### src/rtl/mux_n_1_rr.sv
// N:1 multiplexer with a registered output slot, fixed or round-robin grant.
module mux_n_1_rr #(
  parameter int unsigned WIDTH    = 3,
  parameter int unsigned CHANNELS = 4,
  parameter int unsigned SW       = $clog2(CHANNELS)
) (
  input  logic                      clk,
  input  logic                      reset,
  input  logic                      mode,
  input  logic [SW-1:0]             select,
  input  logic [CHANNELS*WIDTH-1:0] in_data,
  input  logic [CHANNELS-1:0]       in_valid,
  output logic [CHANNELS-1:0]       in_ready,
  output logic [WIDTH-1:0]          out_data,
  output logic [SW-1:0]             out_chan,
  output logic                      out_valid,
  input  logic                      out_ready,
  output logic [15:0]               xfer_count
);

  localparam int unsigned CW = 16;

  logic [WIDTH-1:0] data_q, data_d;
  logic [SW-1:0]    chan_q, chan_d;
  logic             valid_q, valid_d;
  logic [SW-1:0]    ptr_q, ptr_d;
  logic [CW-1:0]    count_q, count_d;

  logic [WIDTH-1:0] ch_data [CHANNELS];
  logic [SW-1:0]    grant;
  logic [SW-1:0]    cand;
  logic             grant_vld;
  logic             load_en;
  logic             accept;

  // Unpack the flat input bus into per-channel words.
  always_comb begin
    for (int unsigned i = 0; i < CHANNELS; i++) begin
      ch_data[i] = in_data[i*WIDTH +: WIDTH];
    end
  end

  // Grant selection: the fixed select, or the first valid channel at or after ptr.
  always_comb begin
    grant     = select;
    grant_vld = in_valid[select];
    cand      = ptr_q;
    if (mode) begin
      grant     = ptr_q;
      grant_vld = 1'b0;
      for (int unsigned k = 0; k < CHANNELS; k++) begin
        cand = ptr_q + SW'(k);
        if (!grant_vld && in_valid[cand]) begin
          grant_vld = 1'b1;
          grant     = cand;
        end
      end
    end
  end

  assign load_en = !valid_q || out_ready;
  assign accept  = reset && load_en && grant_vld;

  // One-hot accept toward the granted channel; silent while in reset.
  always_comb begin
    in_ready = '0;
    if (accept) begin
      in_ready = CHANNELS'(1) << grant;
    end
  end

  // Next state of the output slot, round-robin pointer and transfer counter.
  always_comb begin
    data_d  = data_q;
    chan_d  = chan_q;
    valid_d = valid_q;
    ptr_d   = ptr_q;
    count_d = count_q;
    if (accept) begin
      data_d  = ch_data[grant];
      chan_d  = grant;
      valid_d = 1'b1;
      count_d = count_q + CW'(1);
      if (mode) begin
        ptr_d = grant + SW'(1);
      end
    end else if (out_ready) begin
      valid_d = 1'b0;
    end
  end

  // State registers with synchronous active-low reset.
  always_ff @(posedge clk) begin
    if (!reset) begin
      data_q  <= '0;
      chan_q  <= '0;
      valid_q <= 1'b0;
      ptr_q   <= '0;
      count_q <= '0;
    end else begin
      data_q  <= data_d;
      chan_q  <= chan_d;
      valid_q <= valid_d;
      ptr_q   <= ptr_d;
      count_q <= count_d;
    end
  end

  assign out_data   = data_q;
  assign out_chan   = chan_q;
  assign out_valid  = valid_q;
  assign xfer_count = count_q;

endmodule

### config.mk
export PLATFORM = sky130hd
export DESIGN_NAME = mux_n_1_rr
export DESIGN_NICKNAME = d
export VERILOG_FILES = /design/src/rtl/mux_n_1_rr.sv
export SDC_FILE = /design/constraint.sdc
export NUM_CORES = 1
export LEC_CHECK = 0
export BUFFER_PORTS_ARGS = -buffer_cell sky130_fd_sc_hd__buf_4
export CAP_MARGIN = 10
export CORE_MARGIN = 5
export CORE_UTILIZATION = 35
export DETAILED_ROUTE_END_ITERATION = 7
export PLACE_DENSITY = 0.68
export SLEW_MARGIN = 0
export SYNTH_ARGS = -nofsm -noshare
export SYNTH_HDL_FRONTEND = slang
export SYNTH_SLANG_ARGS = --single-unit
### constraint.sdc
create_clock -name clk -period 1.9 [get_ports clk]
set_input_delay 0.285 -clock clk [delete_from_list [all_inputs] [get_ports clk]]
set_output_delay 0.285 -clock clk [all_outputs]
set_load 0.05 [all_outputs]
==> flow_metrics.env <==
export IMPL_multi_input_area_um2=1270
export IMPL_p_per_area_nw_per_um2=557
export IMPL_clk_pin_slew_ns=0.08
export IMPL_dp_hpwl_mm=3.83
export IMPL_start_kind="register"
export IMPL_rr_worst_depth=5
export IMPL_cts_sinks=24
export IMPL_layout_drive_gt1_share_pct=51.8
export IMPL_fillCellCount=403
export IMPL_synth_cells=199
export IMPL_cp_end_kind="primary output"
export IMPL_cts_tree="yes"
export IMPL_synthFlopType="dfxtp_1"
export IMPL_synth_seq_cells=24
export IMPL_whs_ns=0.303
export IMPL_antennaDiodeCount=0
export IMPL_max_cap_violations=0
export IMPL_dp_slack_ns=-0.129
export IMPL_critPathKind="register to primary output"
export IMPL_crit_cells=6
export IMPL_worst_slew_pin_slew_ns=0.534
export IMPL_ir_drop_mv=0.327
export IMPL_grt_pass1_wl_mm=8.11
export IMPL_swShare_pct=35.7
export IMPL_period_needed_ns=2.09
export IMPL_first_pass_iters=4
export IMPL_clk_latency_ns=0.26
export IMPL_grt_setup_unrepaired="true"
export IMPL_relSlewSlack_pct=64.3
export IMPL_crit_chain="mux4_2 > nor2_4 > o21ai_4 > nand2_4 > nor4_4 > buf_6"
export IMPL_grt_max_degree=23
export IMPL_drt_antenna_violating_nets=0
export IMPL_dieWidth_um=78.0
export IMPL_grt_overflow=0
export IMPL_p_clk_share_pct=20.4
export IMPL_critPathBufInv=1
export IMPL_seq_area_um2=519
export IMPL_grt_util_all_layers_pct=15.6
export IMPL_async_flop_share_pct=0
export IMPL_io_buffers=47
export IMPL_rr_startpoint="xfer_count[7]$_SDFFE_PN0P_"
export IMPL_cts_made_buffers=3
export IMPL_avgViaCountPerCell=5.67
export IMPL_clock_tree_buffer_depth=2
export IMPL_synth_cell_types=45
export IMPL_final_cells=334
export IMPL_synth_edf_count=0
export IMPL_switching_power_mw=0.528
export IMPL_p_seq_share_pct=37.0
export IMPL_p_leak_nw=1.06
export IMPL_dieHeight_um=78.0
export IMPL_dr_total_vias=1894
export IMPL_cp_startpoint="ptr_q[1]$_SDFFE_PN0P_"
export IMPL_cp_arrival_ns=1.81
export IMPL_rrSetupSlack_ns=0.04
export IMPL_p_int_mw=0.951
export IMPL_first_iter_violations=83
export IMPL_cts_htree_levels=1
export IMPL_fin_ws_ns=-0.191
export IMPL_r2r_end="xfer_count[15]$_SDFFE_PN0P_"
export IMPL_fmax_ghz=0.478
export IMPL_hold_path_class="input port to register"
export IMPL_synth_area_per_cell_um2=8.12
export IMPL_skew_ns=0.00222
export IMPL_yosys_warnings=0
export IMPL_fin_setup_tns_ns=-0.674
export IMPL_critPathMaxFanout=9
export IMPL_std_cell_rows=24
export IMPL_syn_area_um2=1620
export IMPL_finalWirelength_mm=5.06
export IMPL_endpoint="in_ready[0]"
export IMPL_wl_per_cell_um=15.1
export IMPL_finalCritPeriodShare_pct=110
export IMPL_initial_core_util_pct=36.6
export IMPL_setup_viol=4
export IMPL_drv_slew=0
export IMPL_cpLargestDelayFamily="multiplexers"
export IMPL_finalNetCount=306
export IMPL_root_buffer="clkbuf_8"
export IMPL_gp_congestion=0.842
export IMPL_dpl_cell_area_um2=2410
export IMPL_slowest_delay_ns=0.55
export IMPL_ys_seq_area_share_pct=29.7
export IMPL_grt_pass1_vias=1775
export IMPL_drc=0
export IMPL_syn_to_final_growth_pct=64.2
export IMPL_syn_nets=222
export IMPL_hold_violations=0
export IMPL_power_share_combinational_pct=42.6
export IMPL_antenna_found_initial=0
export IMPL_outcome="complete, but fails checks"
export IMPL_critPathSlowestCell="mux4_2"
export IMPL_io_pins=48
export IMPL_dieArea_um2=6080
export IMPL_stdcell_area_um2=2660
export IMPL_coreArea_um2=4410
export IMPL_violations="negative setup slack"
export IMPL_worstPathRequired_ns=1.62
export IMPL_dp_cells=322
[Yosys cell counts (2+ instances only)]
cell	n	area share, %
nor3_1	5	1.5
mux2i_1	4	2.5
nor4_1	6	2.3
nor2_1	6	1.4
o211ai_1	3	1.4
o21a_1	3	1.4
or4_1	7	3.3
o31ai_1	14	6.5
nand2b_1	11	4.3
dfxtp_1	24	30
o31a_1	2	1.1
a221oi_1	3	1.6
o21ai_0	4	1.2
o2bb2ai_1	6	3.3
mux4_2	2	2.8
nand3_1	15	4.6
buf_2	6	1.9
inv_1	5	1.2
nand4_1	2	0.77
o311ai_0	6	3.3
a211oi_1	4	1.9
clkbuf_1	7	1.6
and3_1	4	1.5
or3_1	3	1.2
or2_2	2	0.77
nand2_1	11	2.6
nor2b_1	4	1.5
a21oi_1	13	4.0
[layout make-up]
type / count / area share, %
multi-input combinational: 155 / 47.7
sequential: 24 / 19.6
tap: 52 / 2.45
clock buffer: 3 / 1.56
inverter: 6 / 0.848
clock inverter: 1 / 0.141
timing repair buffer: 93 / 27.8
[timing repair]
| action | in CTS | in global routing |
|---|---|---|
| pin swaps | 4 | 8 |
| hold buffers | 0 | 0 |
| gates cloned | 0 | 0 |
| gates resized for setup | 12 | 19 |
| endpoints found under the setup margin | 24 | 22 |
| setup buffers | 2 | 6 |
[metrics by stage]
step	power, mW	utilization (%)
after floorplan	0.912	-
after global placement	1.11	54.5
after detailed placement	1.12	54.5
after CTS	1.44	57.0
after global routing	1.56	60.1
final	1.48	60.1
[registers in the layout, summed over array words and instances (netlist names)]
| register | flops |
|---|---|
| out_data | 3 |
| ptr_q | 2 |
| out_valid | 1 |
| xfer_count | 16 |
| out_chan | 2 |
[worst min-delay path by stage]
stage	start	endpoint	slack, ns	depth (start not counted)
finish	out_ready	out_valid$_SDFFE_PN0P_	0.30	3
CTS	out_ready	out_valid$_SDFFE_PN0P_	0.31	3
global placement	xfer_count[2]$_SDFFE_PN0P_	xfer_count[2]$_SDFFE_PN0P_	0.47	1
detailed placement	xfer_count[2]$_SDFFE_PN0P_	xfer_count[2]$_SDFFE_PN0P_	0.47	1
global route	out_ready	out_valid$_SDFFE_PN0P_	0.30	3
floorplan	reset	xfer_count[12]$_SDFFE_PN0P_	0.44	2
[cells by family after synthesis]
| family | synth area share, % |
|---|---|
| simple gates | 29.2 |
| compound gates | 29.7 |
| flops | 29.7 |
| buf+inv | 5.34 |
| mux | 5.26 |
| fa+ha+maj | 0.774 |
[metal layers]
| layer | vias up | part of all wire [%] | track usage, % |
|---|---|---|---|
| met3 | 2 | 5.2 | 2.78 |
| li1 | 947 | - | - |
| met5 | - | 0 | 0 |
| met2 | 41 | 52 | 28.4 |
| met1 | 904 | 42 | 19.3 |
| met4 | 0 | 0.49 | 3.04 |
[power groups by stage]
stage	Sequential, mW	Combinational, mW	Clock (mW)
finish	0.547	0.630	0.302
global route	0.553	0.675	0.335
CTS	0.547	0.587	0.308
detailed placement	0.559	0.560	0
global placement	0.557	0.553	0
floorplan	0.626	0.286	0
[cells in the final DEF (no fill, tap or decap), types with 4 or more instances in the layout]
cell	n
a21oi_1	10
and3_1	4
buf_4	85
buf_6	7
dfxtp_1	11
dfxtp_2	4
dfxtp_4	9
inv_1	5
mux2i_1	4
nand2_1	10
nand2b_1	7
nand2b_4	4
nand3_1	14
nor2b_1	4
nor4_1	5
o21ai_0	4
o2bb2ai_1	6
o311ai_0	6
o31ai_1	14
or4_1	5
[worst register-to-register path, delay by kind of cell, from the launching register on]
| family | cells | cell delay, ns |
|---|---|---|
| and+or+nand+nor | 4 | 1.31 |
| DFF | 1 | 0.35 |
| AOI/OAI and AO/OA | 1 | 0.13 |
No activity file was read; power rests on OpenSTA's default activity.
